==> src/rtl/im_boot_pkg.sv <==
// Shared types and defaults for the instruction-memory boot loader.
// Optional feature macro: IM_BOOT_CHECKSUM_EN (adds the trailing XOR checksum byte).
package im_boot_pkg;

    localparam logic [31:0] IM_BOOT_ADDR_BASE = 32'h0000_3000;
    localparam int unsigned IM_BOOT_WORDS     = 4096;

    typedef enum logic [2:0] {
        IDLE = 3'd0,
        HDR0 = 3'd1,
        HDR1 = 3'd2,
        DATA = 3'd3,
        CSUM = 3'd4,
        DONE = 3'd5,
        ERR  = 3'd6
    } bootState_e;

endpackage

==> src/rtl/byte_packer.sv <==
// Packs a big-endian byte stream into 32-bit words: first byte lands in [31:24].
// The completed word and its done flag are presented combinationally on the
// fourth beat so the caller can register the IM write in the following cycle.
module byte_packer (
    input  logic        clk,
    input  logic        reset,
    input  logic        clear,
    input  logic        beat,
    input  logic [7:0]  byteIn,
    output logic [31:0] word_c,
    output logic        wordDone_c
);

    logic [1:0]  lane;
    logic [23:0] shiftReg;

    // Lane counter and shift register; a partial word simply waits for more beats.
    always_ff @(posedge clk or negedge reset) begin
        if (!reset) begin
            lane     <= 2'd0;
            shiftReg <= 24'd0;
        end else if (clear) begin
            lane     <= 2'd0;
            shiftReg <= 24'd0;
        end else if (beat) begin
            lane     <= lane + 2'd1;
            shiftReg <= {shiftReg[15:0], byteIn};
        end
    end

    assign word_c     = {shiftReg, byteIn};
    assign wordDone_c = beat && (lane == 2'd3);

endmodule

==> src/rtl/im_boot_loader.sv <==
// Byte-stream boot loader: holds the CPU in reset, writes a counted image into
// IM starting at ADDR_BASE, then asserts cpu_run.
// Optional feature macro: IM_BOOT_CHECKSUM_EN (one XOR trailer byte after the payload).
module im_boot_loader
    import im_boot_pkg::*;
#(
    parameter int unsigned WORDS     = IM_BOOT_WORDS,
    parameter logic [31:0] ADDR_BASE = IM_BOOT_ADDR_BASE,
    parameter int unsigned CW        = $clog2(WORDS) + 1
) (
    input  logic          clk,
    input  logic          reset,
    input  logic          start,
    input  logic          in_valid,
    input  logic [7:0]    in_data,
    output logic          in_ready,
    output logic          im_we,
    output logic [31:0]   im_addr,
    output logic [31:0]   im_wdata,
    output logic          cpu_run,
    output logic          load_err,
    output logic [CW-1:0] words_loaded
);

    bootState_e    state;
    logic [7:0]    hdrHi;
    logic [CW-1:0] wordCount;
    logic          beat;
    logic          restart;
    logic [15:0]   hdrCount;
    logic [31:0]   packedWord_c;
    logic          wordDone_c;
`ifdef IM_BOOT_CHECKSUM_EN
    logic [7:0]    csumAcc;
`endif

    assign beat     = in_valid && in_ready;
    assign restart  = start && ((state == IDLE) || (state == DONE) || (state == ERR));
    assign hdrCount = {hdrHi, in_data};

    byte_packer uPacker (
        .clk        (clk),
        .reset      (reset),
        .clear      (restart),
        .beat       (beat && (state == DATA)),
        .byteIn     (in_data),
        .word_c     (packedWord_c),
        .wordDone_c (wordDone_c)
    );

    // Load FSM with registered outputs. After the last word's fourth beat in_ready
    // drops while im_we fires; the following cycle moves on, so cpu_run never
    // rises while the final word is still being written.
    always_ff @(posedge clk or negedge reset) begin
        if (!reset) begin
            state        <= IDLE;
            hdrHi        <= 8'd0;
            wordCount    <= '0;
            in_ready     <= 1'b0;
            im_we        <= 1'b0;
            im_addr      <= 32'd0;
            im_wdata     <= 32'd0;
            cpu_run      <= 1'b0;
            load_err     <= 1'b0;
            words_loaded <= '0;
`ifdef IM_BOOT_CHECKSUM_EN
            csumAcc      <= 8'd0;
`endif
        end else begin
            im_we <= 1'b0;
            case (state)
                IDLE, DONE, ERR: begin
                    if (start) begin
                        state        <= HDR0;
                        in_ready     <= 1'b1;
                        load_err     <= 1'b0;
                        cpu_run      <= 1'b0;
                        words_loaded <= '0;
`ifdef IM_BOOT_CHECKSUM_EN
                        csumAcc      <= 8'd0;
`endif
                    end
                end
                HDR0: begin
                    if (beat) begin
                        hdrHi <= in_data;
                        state <= HDR1;
                    end
                end
                HDR1: begin
                    if (beat) begin
                        if ((hdrCount == 16'd0) || (32'(hdrCount) > WORDS)) begin
                            state    <= ERR;
                            load_err <= 1'b1;
                            in_ready <= 1'b0;
                        end else begin
                            wordCount <= CW'(hdrCount);
                            state     <= DATA;
                        end
                    end
                end
                DATA: begin
                    if (!in_ready) begin
`ifdef IM_BOOT_CHECKSUM_EN
                        state    <= CSUM;
                        in_ready <= 1'b1;
`else
                        state    <= DONE;
                        cpu_run  <= 1'b1;
`endif
                    end else if (beat) begin
`ifdef IM_BOOT_CHECKSUM_EN
                        csumAcc <= csumAcc ^ in_data;
`endif
                        if (wordDone_c) begin
                            im_we        <= 1'b1;
                            im_addr      <= ADDR_BASE + 32'({words_loaded, 2'b00});
                            im_wdata     <= packedWord_c;
                            words_loaded <= words_loaded + CW'(1);
                            if ((words_loaded + CW'(1)) == wordCount) begin
                                in_ready <= 1'b0;
                            end
                        end
                    end
                end
`ifdef IM_BOOT_CHECKSUM_EN
                CSUM: begin
                    if (beat) begin
                        in_ready <= 1'b0;
                        if (csumAcc == in_data) begin
                            state   <= DONE;
                            cpu_run <= 1'b1;
                        end else begin
                            state    <= ERR;
                            load_err <= 1'b1;
                        end
                    end
                end
`endif
                default: begin
                    state    <= IDLE;
                    in_ready <= 1'b0;
                end
            endcase
        end
    end

endmodule

==> config.mk <==
export PLATFORM = sky130hd
export DESIGN_NAME = im_boot_loader
export DESIGN_NICKNAME = d
export VERILOG_FILES = /design/src/rtl/im_boot_pkg.sv /design/src/rtl/byte_packer.sv /design/src/rtl/im_boot_loader.sv
export SDC_FILE = /design/constraint.sdc
export NUM_CORES = 1
export LEC_CHECK = 0
export BUFFER_PORTS_ARGS = -buffer_cell sky130_fd_sc_hd__clkbuf_2
export CORE_MARGIN = 10
export CORE_UTILIZATION = 53
export CTS_CLUSTER_DIAMETER = 50
export DETAILED_ROUTE_END_ITERATION = 8
export PLACE_DENSITY = 0.74
export REMOVE_ABC_BUFFERS = 1
export SLEW_MARGIN = 10
export SYNTH_ARGS = -nofsm -noshare
export SYNTH_HDL_FRONTEND = slang
export SYNTH_SLANG_ARGS = --single-unit
==> constraint.sdc <==
create_clock -name clk -period 4.1 [get_ports clk]
set_clock_uncertainty 0.1 [all_clocks]
set_input_delay 0.41 -clock clk [delete_from_list [all_inputs] [get_ports clk]]
set_output_delay 0.41 -clock clk [all_outputs]
set_load 0.01 [all_outputs]
# Word level (Yosys, flattened, before mapping)
# Index checks and enable logic that the tools add are counted.
# word_totals
ff_bits	131
word_cells	87
# classes
n_addsub	3
magnitude_cmp	1
n_eq_ne	15
n_mux	33
bitwise_logic	2
reduce_logical	21
# op_table
cell	count
2-to-1 mux 13 bit	4
2-to-1 mux 24 bit	2
one-hot mux 13 bit (2 select lines)	1
adder 14 x 15 -> 16 bit, first input constant	1
> comparator 16 x 13 -> 1 bit, second input constant	1
zero test 16 bit	1
AND reduction 4 bit	4
2-to-1 mux 1 bit	15
2-to-1 mux 3 bit	5
inequality test 2 bit, second input constant	7
adder 13 x 1 -> 13 bit, second input constant	1
equality test 13 bit	1
one-hot mux 3 bit (4 select lines)	1
equality test 3 x 2 -> 1 bit, second input constant	2
equality test 3 bit, second input constant	2
AND reduction 3 bit	2
nonzero test 2 bit	3
AND reduction 5 bit	1
logical AND 1 bit	4
2-to-1 mux 2 bit	2
one-hot mux 1 bit (2 select lines)	2
one-hot mux 1 bit (4 select lines)	1
equality test 3 x 1 -> 1 bit, second input constant	1
zero test 3 bit	1
7 further kinds	10

# Logic depth before layout (Yosys ltp)
# Gate-level depths: netlist (run 1).
# depth
depth_word	7
mapped_depth	8

# Hierarchy
# From an unflattened synthesis (run 1), not the netlist that was laid out.
# unflattened
cells_unflattened	562
hier_area_um2	5449.0
# by_module_without_submodules
module	n_inst	cells_per_inst	area_each_um2	seq_area_each_um2
im_boot_loader	1	468	4295.4	2177.1
byte_packer	1	94	1153.6	650.6

# Least setup slack after synthesis (run 1)
# Ideal clock, no wire load.
# synth_timing
path_kind	input -> register
from	input port in_data[4]
to	register wordCount[10]
t_arrival_ns	2.117
required_ns	3.875
path_slack_ns	1.758
path_stages	7
path_buffers	2
cell_sequence	nor4_1 -> a31o_1 -> and3_4 -> or4b_1 -> buf_2 -> buf_6 -> mux2_4
# synth_via
elab_chain_len	4
word_cells_on_any_way	5
cone_classes	order compare: 1; bitwise: 1; reduce/logical: 3
# synth_rtl
item	line	text
start: declaration	im_boot_loader.sv:15	input logic [7:0] in_data,
> comparator 16 x 13 -> 1 bit or zero test 16 bit (tied branches)	im_boot_loader.sv:92	if ((hdrCount == 16'd0) || (32'(hdrCount) > WORDS)) begin
logical OR 1 bit *	im_boot_loader.sv:92	
NOT 1 bit (no line) *	-	
AND reduction 3 bit (no line) *	-	
end signal: assignment	im_boot_loader.sv:97	wordCount <= CW'(hdrCount);
end: declaration	im_boot_loader.sv:27	logic [CW-1:0] wordCount;
# Mark *: on every way between the ends. The rest lies on a longest branch, timed or not.
# A chain may end at the register's enable or synchronous reset.

# Final worst setup path (run 1)
# layout_timing
from	register state[2]
to	register words_loaded[3]
# layout_via
elab_chain_len	5
word_cells_on_any_way	14
cone_classes	eq/ne: 7; mux: 1; reduce/logical: 6
# layout_rtl
item	line	text
start: declaration	im_boot_loader.sv:25	bootState_e state;
start signal: assignment	im_boot_loader.sv:56	state <= IDLE;
start signal: assignment	im_boot_loader.sv:74	state <= HDR0;
start signal: assignment	im_boot_loader.sv:87	state <= HDR1;
equality test 3 x 2 -> 1 bit	im_boot_loader.sv:45, im_boot_loader.sv:71	
logical AND 1 bit	im_boot_loader.sv:45	.beat (beat && (state == DATA)),
logical AND 1 bit	byte_packer.sv:32	assign wordDone_c = beat && (lane == 2'd3);
inequality test 2 x 1 -> 1 bit (no line)	-	
AND reduction 5 bit (no line)	-	
end signal: assignment	im_boot_loader.sv:119	words_loaded <= words_loaded + CW'(1);
end: declaration	im_boot_loader.sv:22	output logic [CW-1:0] words_loaded
# Several ways; a longest one is shown, not always the timed one.

==> summary.txt, run 1 <==
Outcome
  • Run status: finished clean

Yosys
  • Post-Synth Adder-Cell Area: 0.944%
  • Mapped Area: 5300 sq um
  • Syn. warnings: 0
  • EDFF count, synth: 0
  • Mux contribution to synthesized area: 5.55%
  • Fraction of registers with async set/reset: 100%
  • Synth Area in Compound Gates: 10.4%
  • Netlist cell types: 54
  • Syn avg cell area: 9.30 sq um
  • Main synth FF type: dfrtp_1
  • #FFs+latches synth: 113
  • Register area share after synthesis: 53.3%
  • Largest family of logic cells by synthesized area: simple AND/OR/NAND/NOR gates
  • Xor/xnor cell area share of the yosys netlist: 3.30%
  • Post-synthesis simple-gate area fraction: 20.4%
  • Mapped Cells: 570

STA
  • Final hold vios: 0
  • Post-layout min period: 3.20 ns
  • Pin slew with the least headroom to its limit: 1.03 ns
  • Fmax: 0.312 GHz
  • Final hold slack: 0.0596 ns
  • Slew Viols, Final: 0
  • Unrepaired setup endpoints after global routing: false
  • Tcrit/Tclk final: 78.1%
  • Slew margin rel.: 31.5%
  • Final setup viols: 0

CTS
  • CTS root buf: clkbuf_8
  • Clock Latency Late Sink: 0.51 ns
  • Clock Path Buffers: 2
  • CTS Sinks: 113
  • CTS tree: built
  • Clk slew on worst S/H paths: 0.06 ns
  • H-tree Lvls: 4
  • Num CTS Buffers: 17

Layout
  • Layout cells sized above 1: 20.9%
  • # diodes: 0
  • Final Instance Area: 6260 sq um
  • Register area: 2830 sq um
  • Area grow syn2layout: 18.1%
  • Layout Nets: 649
  • Multi-input logic area: 2230 sq um
  • Fillcell total: 829

Worst setup path
  • CP max FO: 26
  • Crit-path max cell delay: 1.03 ns
  • Critical path launch point type: flop
  • Setup crit end kind: flop
  • Cell Chain, Critical Path: and4b_1 > nand2_2 > clkinv_1 > a21oi_1 > o21ai_0 > o31ai_1
  • Slowest CP cell: a21oi_1
  • CP Data Arrival Time: 3.52 ns
  • Worst path required time: 4.41 ns
  • Critical path type: reg -> reg

Placement
  • Port Buffers: 74
  • Dpl cell area: 5670 sq um
  • Gp weighted congestion: 0.828
  • HPWL Detailed: 8120 microns

Global route
  • GRT overflow: 0
  • GRT Util Overall: 17.8%
  • Largest net degree at the start of global routing: 69
  • Number of global-route vias before repair: 4195
  • First-pass GRT wire length: 21100 microns
  • Initial antenna violation count: 0

Floorplan
  • Die Area: 14400 sq um
  • FP Rows: 36
  • Effective utilization at floorplan: 54.2%
  • Core Box Area: 9770 sq um
  • I/O pin total: 93
  • Die height: 120 microns
  • Die W: 120 microns

Route
  • Detailed Route Iter0 Violations: 418
  • DR vias: 4252
  • Routed length per placed instance: 16.2 microns
  • Vias per cell: 5.46
  • Iteration count of the initial detailed-routing pass: 6
  • Antenna viol nets, final: 0
  • Number of remaining DRC errors: 0
  • Final WL: 12600 microns

Power
  • Pwr dens: 572 nW/um^2
  • Pleak: 3.21 nW
  • VDD IR max: 0.349 mV

Run
  • Max cap viols: 0

Worst hold path
  • Worst min path class: in -> reg
-- state kept, by name, summed over array words and instances, names as in the netlist --
name	cells
words_loaded	13
im_we	1
cpu_run	1
hdrHi	8
wordCount	13
load_err	1
uPacker.lane	2
in_ready	1
im_wdata	32
uPacker.shiftReg	24
im_addr	14
state	3
-- repair_timing --
item,CTS,global route
buffers inserted,0,0
endpoints found under the hold margin,51,0
gates resized for setup,0,0
hold buffers,1,0
-- worst paths after layout --
check / start / endpoint / slack, ns / cells after the start
min in group asynchronous: reset / im_addr[13]$_DFFE_PN0P_ / 0.37 / 2
worst min-delay path: in_data[6] / im_wdata[6]$_DFFE_PN0P_ / 0.06 / 3
max in group asynchronous: reset / words_loaded[0]$_DFFE_PN0P_ / 2.65 / 3
worst min register to register: uPacker.shiftReg[18]$_DFFE_PN0P_ / im_wdata[26]$_DFFE_PN0P_ / 0.37 / 2
worst max register to register: state[2]$_DFFE_PN0P_ / words_loaded[3]$_DFFE_PN0P_ / 0.90 / 6
worst max-delay path: state[2]$_DFFE_PN0P_ / words_loaded[3]$_DFFE_PN0P_ / 0.90 / 6
-- critical path, delay by kind of cell, from the launching register on --
kind            cells  cell delay (ns)
compound gates      3             1.35
flops               1             0.68
buf+inv             1             0.60
simple gates        2             0.35
-- layout make-up --
type	instances	area share, %
clock buffers	18	6.83
clock inverters	14	2.46
inverters	10	0.599
multi-input cells	411	35.6
flip-flops and latches	113	45.2
well taps	133	2.66
repair buffers	80	6.71
-- metrics by stage --
stage               cells  setup WS [ns]  setup TNS (ns)  total power, mW  util, %
floorplan             534         -0.250           -2.56             1.93        -
global placement      746           1.02               0             2.12     58.0
detailed placement    746          0.929               0             2.14     58.0
CTS                   779          0.900               0             3.59     64.1
global route          779          0.672               0             3.76     64.1
finish                779          0.898               0             3.58     64.1
-- power by group --
part / switching [mW] / internal [mW] / leakage (nW)
Combinational: 0.342 / 0.321 / 1.38
Sequential: 0.193 / 1.28 / 1.54
Clock: 0.558 / 0.890 / 0.291
-- cell usage in the layout, fill, tap and decap left out, types with 5 or more instances in the layout --
cell | netlist | final
o21ai_0 | 28 | 28
a31oi_1 | 5 | 5
a21oi_1 | 32 | 32
mux2_2 | 11 | 11
nor4_1 | 6 | 6
conb_1 | 1 | 18
buf_4 | 19 | 6
nor2_1 | 12 | 12
mux2_4 | 10 | 10
nand2_1 | 192 | 191
clkbuf_2 | 0 | 73
inv_6 | 0 | 5
xnor2_1 | 13 | 13
nand3_1 | 9 | 9
dfrtp_1 | 113 | 113
xor2_1 | 7 | 7
nor3_1 | 7 | 6
inv_1 | 9 | 9
clkbuf_16 | 0 | 16
-- cells in the mapped netlist, types with 2 or more instances --
master	instances	area, sq um
a21o_1	2	15.0
a21oi_1	32	160
a22o_1	2	17.5
a31oi_1	5	31.3
and2_1	4	25.0
and3_1	4	25.0
buf_1	3	11.3
buf_4	19	143
clkbuf_1	29	109
dfrtp_1	113	2830
ha_1	4	50.1
inv_1	9	33.8
mux2_2	11	124
mux2_4	10	150
mux2i_1	2	20.0
nand2_1	192	721
nand2b_1	4	25.0
nand3_1	9	45.0
nand4_1	4	25.0
nor2_1	12	45.0
nor2b_1	2	12.5
nor3_1	7	35.0
nor3b_1	2	15.0
nor4_1	6	37.5
o21ai_0	28	140
o221ai_1	2	17.5
o22ai_1	3	18.8
o31ai_1	4	30.0
o32ai_1	2	17.5
o41ai_1	2	17.5
xnor2_1	13	114
xor2_1	7	61.3
-- cell families after synthesis --
family                     Yosys count
and+or+nand+nor                    254
adders and majority gates            4
muxes                               23
AOI/OAI and AO/OA                   92
xor gates and xnor gates            20
DFF                                113
other                                1
buffers and inverters               63
-- routing by layer --
metal / global-route usage, % / vias to the layer above / routed length (microns)
met5: 0 / - / 0
met4: 6.11 / 0 / 176
met3: 4.36 / 16 / 633
met2: 29.8 / 133 / 6470
met1: 21.9 / 2095 / 5350
li1: - / 2008 / -
Power figures use the tool's default switching activity.
==> run 2, diff against run 1 <==
Clock period 4.1 ns to 3.3 ns, I/O delays scaled along.
==> run 2 against run 1 <==
  * Routed wire length is 2.7% lower
  * Sequential power increased by 22%
  * Clock-buffer cell count rose by 1
  * Final cell count increased by 0.64%
  * Clock power rose by 19%
  * Die area unchanged
  * Critical path type is now in -> reg
  * Largest power group unchanged
==> summary.txt, run 2 (same netlist as run 1, synthesis figures left out) <==
CTS
  • CTS root buf: clkbuf_8 (unchanged)
  • Post-CTS Hold Buffers: 4 (was 1)
  • Num CTS Buffers: 17 (unchanged)
  • Setup Fix Bufs, Post-CTS: 0 (unchanged)
  • Clk slew on worst S/H paths: 0.06 ns (about the same)
  • CTS tree: built (unchanged)
  • Clock Path Buffers: 2 (unchanged)
  • CTS Sinks: 113 (unchanged)
  • Clock Latency Late Sink: 0.50 ns (was 0.51 ns)
  • # resized after CTS: 0 (unchanged)
  • H-tree Lvls: 4 (unchanged)

Worst setup path
  • Critical path launch point type: primary input (was flop)
  • Worst path required time: 3.58 ns (was 4.41 ns)
  • CP max FO: 13 (was 26)
  • Setup crit end kind: flop (unchanged)
  • Launch point of the worst path: in_data[4] (was state[2]$_DFFE_PN0P_)
  • CP Data Arrival Time: 3.10 ns (was 3.52 ns)
  • Critical path type: in -> reg (was reg -> reg)
  • R2r startpoint: state[1]$_DFFE_PN0P_ (was state[2]$_DFFE_PN0P_)

Power
  • Pwr dens: 700 nW/um^2 (was 572 nW/um^2)
  • VDD IR max: 0.471 mV (was 0.349 mV)
  • Pwr Total: 4.42 mW (was 3.58 mW)
  • Pleak: 3.22 nW (was 3.21 nW)

Floorplan
  • I/O pin total: 93 (unchanged)
  • Core Box Area: 9770 sq um (unchanged)
  • Die Area: 14400 sq um (unchanged)
  • Effective utilization at floorplan: 54.2% (unchanged)
  • FP Rows: 36 (unchanged)
  • Die height: 120 microns (unchanged)
  • Die W: 120 microns (unchanged)

Layout
  • Final std cells w/o fill: 784 (was 779)
  • Multi-input logic area: 2230 sq um (unchanged)
  • Commonest non-fill, non-tap cell in the layout: nand2_1 (unchanged)
  • Layout cells sized above 1: 20.9% (about the same)
  • Max reg flops: 32 (unchanged)
  • # diodes: 0 (unchanged)
  • Top Registers: im_wdata (32), uPacker.shiftReg (24), im_addr (14) (unchanged)
  • Area grow syn2layout: 19.1% (was 18.1%)
  • Register area: 2830 sq um (unchanged)
  • Most frequent cells in the layout: 191 x nand2_1, 113 x dfrtp_1, 73 x clkbuf_2 (unchanged)
  • Reg with most FFs: im_wdata (unchanged)
  • Layout Nets: 655 (was 649)
  • Fillcell total: 817 (was 829)

STA
  • Slew Viols, Final: 0 (unchanged)
  • Tcrit/Tclk final: 85.4%
  • Pin slew with the least headroom to its limit: 0.895 ns (was 1.03 ns)
  • Fmax: 0.355 GHz
  • Final setup viols: 0 (unchanged)
  • Final hold vios: 0 (unchanged)
  • Final worst slack: 0.483 ns (was 0.898 ns)
  • Unrepaired setup endpoints after global routing: false (unchanged)
  • Post-layout min period: 2.82 ns
  • Final hold slack: 0.0135 ns (was 0.0596 ns)
  • Slew margin rel.: 39.8% (was 31.5%)

Worst hold path
  • Worst min path class: in -> reg (unchanged)
  • HP Start: in_data[1] (was in_data[6])

Placement
  • Pre-CTS setup slack: 0.538 ns (was 0.929 ns)
  • Placed Cells incl. Taps: 749 (was 746)
  • HPWL Detailed: 8270 microns (was 8120 microns)
  • Port Buffers: 74 (unchanged)
  • Gp weighted congestion: 0.869 (was 0.828)

Global route
  • Initial antenna violation count: 0 (unchanged)
  • First-pass GRT wire length: 20600 microns (was 21100 microns)
  • GRT overflow: 0 (unchanged)
  • Largest net degree at the start of global routing: 69 (unchanged)
  • GRT Util Overall: 17.3% (was 17.8%)
  • Number of global-route vias before repair: 4199 (was 4195)

Route
  • Final WL: 12300 microns (was 12600 microns)
  • Iteration count of the initial detailed-routing pass: 5 (was 6)
  • Antenna viol nets, final: 0 (unchanged)
  • Routed length per placed instance: 15.7 microns (was 16.2 microns)
  • Vias per cell: 5.35 (was 5.46)
  • Detailed Route Iter0 Violations: 265 (was 418)
  • DR vias: 4198 (was 4252)
  • Number of remaining DRC errors: 0 (unchanged)

Run
  • Max cap viols: 0 (unchanged)

Outcome
  • Run status: finished clean (unchanged)
run 2: cell types whose count changed in the layout (fill, tap and decap cells not counted), moves of 2 or more:
cell / before / now
buf_4: 6 / 8
dlygate4sd3_1: 1 / 4
clkinvlp_4: 0 / 4
clkinv_4: 4 / 2
inv_6: 5 / 2
run 2: final timing paths:
| path | to | depth (start not counted) | slack, ns |
|---|---|---|---|
| worst max-delay path | wordCount[7]$_DFFE_PN0P_ | 7 | 0.48 |
| worst min-delay path | im_wdata[1]$_DFFE_PN0P_ | 3 | 0.01 |
| worst max register to register | wordCount[7]$_DFFE_PN0P_ | 4 | 0.64 |
| worst min register to register | im_wdata[28]$_DFFE_PN0P_ | 2 | 0.36 |
| max in group asynchronous | hdrHi[0]$_DFFE_PN0P_ | 3 | 2.01 |
| min in group asynchronous | cpu_run$_DFFE_PN0P_ | 2 | 0.33 |
run 2: metal layers:
| metal | up-vias | part of all wire [%] | track usage (%) |
|---|---|---|---|
| met5 | - | 0 | 0 |
| met4 | 0 | 1.6 | 6.86 |
| met3 | 18 | 5.7 | 4.41 |
| met2 | 119 | 49 | 28.2 |
| met1 | 2047 | 43 | 21.7 |
| li1 | 2014 | - | - |
run 2: metrics by stage:
step	TNS (ns)	utilization, %	instance area, sq um
6_report	0	64.6	6310
5_1_grt	0	64.6	6310
4_1_cts	0	64.6	6310
3_5_place_dp	0	58.4	5710
3_3_place_gp	0	58.4	5710
2_1_floorplan	-28.09	-	5090
run 2: power breakdown:
| group | leakage (nW) | internal [mW] | switching, mW |
|---|---|---|---|
| clock | 0.267 | 1.09 | 0.638 |
| combinational | 1.41 | 0.419 | 0.467 |
| sequential | 1.54 | 1.59 | 0.209 |
| total | 3.22 | 3.10 | 1.31 |
run 2: final cells by class:
type / instances / share of cell area, %
multi-input cells: 411 / 35.3
clock buffers: 19 / 6.84
repair buffers: 86 / 7.69
well taps: 133 / 2.64
flip-flops and latches: 113 / 44.8
clock inverters: 12 / 2.14
inverters: 10 / 0.595
run 2: critical path: stages:
cell and delay (ns):
dlygate4sd3_1 0.55, clkbuf_2 0.15, nor4_1 0.41, a31o_1 0.23, and3_4 0.21, or4b_1 0.80, mux2_4 0.42
==> run 3, diff against run 2 <==
Settings changed: CORE_UTILIZATION 53 to 30, PLACE_DENSITY 0.74 to 0.46, REMOVE_ABC_BUFFERS 1 to default, SETUP_SLACK_MARGIN from default to 0.3.
==> run 3 against run 2 <==
  * Power grew 1.4%
  * Via count shrank 1.2%
  * Critical endpoint unchanged
  * Critical path depth shrank 2
  * Final area is 1.3% higher
  * Flip-flop and latch count did not move
  * Final cell count up 11%
  * Setup slack worse by 0.090 ns
  * First-iteration DRC count increased by 20%
  * Register-to-register slack got worse by 0.25 ns
  * Largest cell class unchanged
  * Clock power grew 3%
  * Global-route usage decreased by 5.1 points
==> summary.txt, run 3 (same netlist as run 1, synthesis figures left out) <==
Outcome
  • Run status: finished clean (unchanged)

Layout
  • Layout Nets: 651 (was 655)
  • Commonest non-fill, non-tap cell in the layout: nand2_1 (unchanged)
  • Most frequent cells in the layout: 191 x nand2_1, 113 x dfrtp_1, 73 x clkbuf_2 (unchanged)
  • # diodes: 0 (unchanged)
  • Final std cells w/o fill: 872 (was 784)
  • Register area: 2830 sq um (unchanged)
  • Area grow syn2layout: 20.6% (was 19.1%)
  • Fillcell total: 1781 (was 817)
  • Reg with most FFs: im_wdata (unchanged)
  • Max reg flops: 32 (unchanged)
  • Final Instance Area: 6390 sq um (was 6310 sq um)
  • Multi-input logic area: 2230 sq um (unchanged)
  • Top Registers: im_wdata (32), uPacker.shiftReg (24), im_addr (14) (unchanged)
  • Final Core Density: 37.0% (was 64.6%)
  • Layout cells sized above 1: 20.7% (was 20.9%)

Route
  • Routed length per placed instance: 16.4 microns (was 15.7 microns)
  • Final WL: 14300 microns (was 12300 microns)
  • Iteration count of the initial detailed-routing pass: 5 (unchanged)
  • Number of remaining DRC errors: 0 (unchanged)
  • Detailed Route Iter0 Violations: 319 (was 265)
  • DR vias: 4148 (was 4198)
  • Antenna viol nets, final: 0 (unchanged)
  • Vias per cell: 4.76 (was 5.35)

CTS
  • Clock Path Buffers: 2 (unchanged)
  • H-tree Lvls: 4 (unchanged)
  • CTS Sinks: 113 (unchanged)
  • Clk slew on worst S/H paths: 0.05 ns (was 0.06 ns)
  • CTS tree: built (unchanged)
  • CTS root buf: clkbuf_16 (was clkbuf_8)
  • Post-CTS Hold Buffers: 1 (was 4)
  • # resized after CTS: 0 (unchanged)
  • Setup Fix Bufs, Post-CTS: 0 (unchanged)
  • Num CTS Buffers: 17 (unchanged)
  • Clock Latency Late Sink: 0.42 ns (was 0.50 ns)

STA
  • Pin slew with the least headroom to its limit: 0.895 ns (about the same)
  • Final worst slack: 0.393 ns (was 0.483 ns)
  • Fmax: 0.344 GHz (was 0.355 GHz)
  • Tcrit/Tclk final: 88.1% (was 85.4%)
  • Final setup viols: 0 (unchanged)
  • Slew Viols, Final: 0 (unchanged)
  • Unrepaired setup endpoints after global routing: false (unchanged)
  • Slew margin rel.: 40.2% (was 39.8%)
  • Post-layout min period: 2.91 ns (was 2.82 ns)
  • Final hold vios: 0 (unchanged)
  • Final hold slack: 0.0792 ns (was 0.0135 ns)
  • Final TNS setup: 0 ns (unchanged)

Floorplan
  • I/O pin total: 93 (unchanged)
  • Die Area: 23400 sq um (was 14400 sq um)
  • Effective utilization at floorplan: 30.6% (was 54.2%)
  • Core Box Area: 17300 sq um (was 9770 sq um)
  • FP Rows: 48 (was 36)
  • Die height: 153 microns (was 120 microns)
  • Die W: 153 microns (was 120 microns)

Worst setup path
  • Buf/Inv on CP: 0 (was 2)
  • Cell Chain, Critical Path: nor2_1 > or3_1 > and4_1 > or4b_1 > mux2_4 (was dlygate4sd3_1 > clkbuf_2 > nor4_1 > a31o_1 > and3_4 > or4b_1 > mux2_4)
  • CP Data Arrival Time: 3.11 ns (was 3.10 ns)
  • Setup crit end kind: flop (unchanged)
  • Crit-path max cell delay: 0.83 ns (was 0.80 ns)
  • CP max FO: 18 (was 13)
  • Critical path type: reg -> reg (was in -> reg)
  • Crit path max-delay family: simple AND/OR/NAND/NOR gates (unchanged)
  • Worst path required time: 3.50 ns (was 3.58 ns)
  • R2r startpoint: state[2]$_DFFE_PN0P_ (was state[1]$_DFFE_PN0P_)
  • Slowest CP cell: or4b_1 (unchanged)
  • Launch point of the worst path: state[2]$_DFFE_PN0P_ (was in_data[4])
  • Critical path launch point type: flop (was primary input)

Run
  • Max cap viols: 0 (unchanged)

Worst hold path
  • Worst min path class: in -> reg (unchanged)
  • HP Start: in_data[6] (was in_data[1])

Global route
  • Largest net degree at the start of global routing: 82 (was 69)
  • GRT Util Overall: 12.2% (was 17.3%)
  • Number of global-route vias before repair: 4136 (was 4199)
  • First-pass GRT wire length: 23100 microns (was 20600 microns)
  • Initial antenna violation count: 0 (unchanged)
  • GRT overflow: 0 (unchanged)

Placement
  • Placed Cells incl. Taps: 840 (was 749)
  • Pre-CTS setup slack: 0.470 ns (was 0.538 ns)
  • Gp weighted congestion: 0.808 (was 0.869)
  • Dpl cell area: 5810 sq um (was 5710 sq um)
  • Port Buffers: 74 (unchanged)
  • HPWL Detailed: 9840 microns (was 8270 microns)

Power
  • VDD IR max: 0.368 mV (was 0.471 mV)
  • Pleak: 3.21 nW (was 3.22 nW)
  • Pwr Total: 4.48 mW (was 4.42 mW)
  • Pwr dens: 700 nW/um^2 (about the same)
run 3: area by class of cell:
class	count	area share, %
Clock inverter	10	1.74
Multi-Input combinational cell	411	34.8
Timing Repair Buffer	82	7.00
Clock buffer	21	7.20
Inverter	10	0.587
Sequential cell	113	44.2
Tap cell	225	4.40
run 3: path summary, 6_finish.rpt:
path                                                    end  slack (ns)  cells past startpoint
max in group asynchronous  uPacker.shiftReg[22]$_DFFE_PN0P_        2.00                      3
setup / recovery                   wordCount[7]$_DFFE_PN0P_        0.39                      5
setup reg to reg                   wordCount[7]$_DFFE_PN0P_        0.39                      5
min in group asynchronous               cpu_run$_DFFE_PN0P_        0.30                      2
hold / removal                      im_wdata[6]$_DFFE_PN0P_        0.08                      3
hold reg to reg                    im_wdata[26]$_DFFE_PN0P_        0.37                      2
run 3: worst min-delay path, cell delays in order:
cell and delay, ns:
clkbuf_2 0.12, nand2_1 0.06, nand2_1 0.04
run 3: power breakdown:
| part | switching (mW) | leakage, nW | total, mW | internal (mW) |
|---|---|---|---|---|
| combinational | 0.432 | 1.39 | 0.848 | 0.416 |
| sequential | 0.255 | 1.54 | 1.85 | 1.59 |
| clock | 0.643 | 0.275 | 1.78 | 1.14 |
run 3: per-layer routing:
| metal | track usage (%) | wire length, microns | share of wire [%] | vias to the layer above |
|---|---|---|---|---|
| met5 | 0 | 0 | 0 | - |
| met2 | 17.1 | 6090 | 43 | 124 |
| met3 | 3.70 | 757 | 5.3 | 14 |
| li1 | - | - | - | 2017 |
| met1 | 16.9 | 7140 | 50 | 1993 |
| met4 | 5.27 | 272 | 1.9 | 0 |
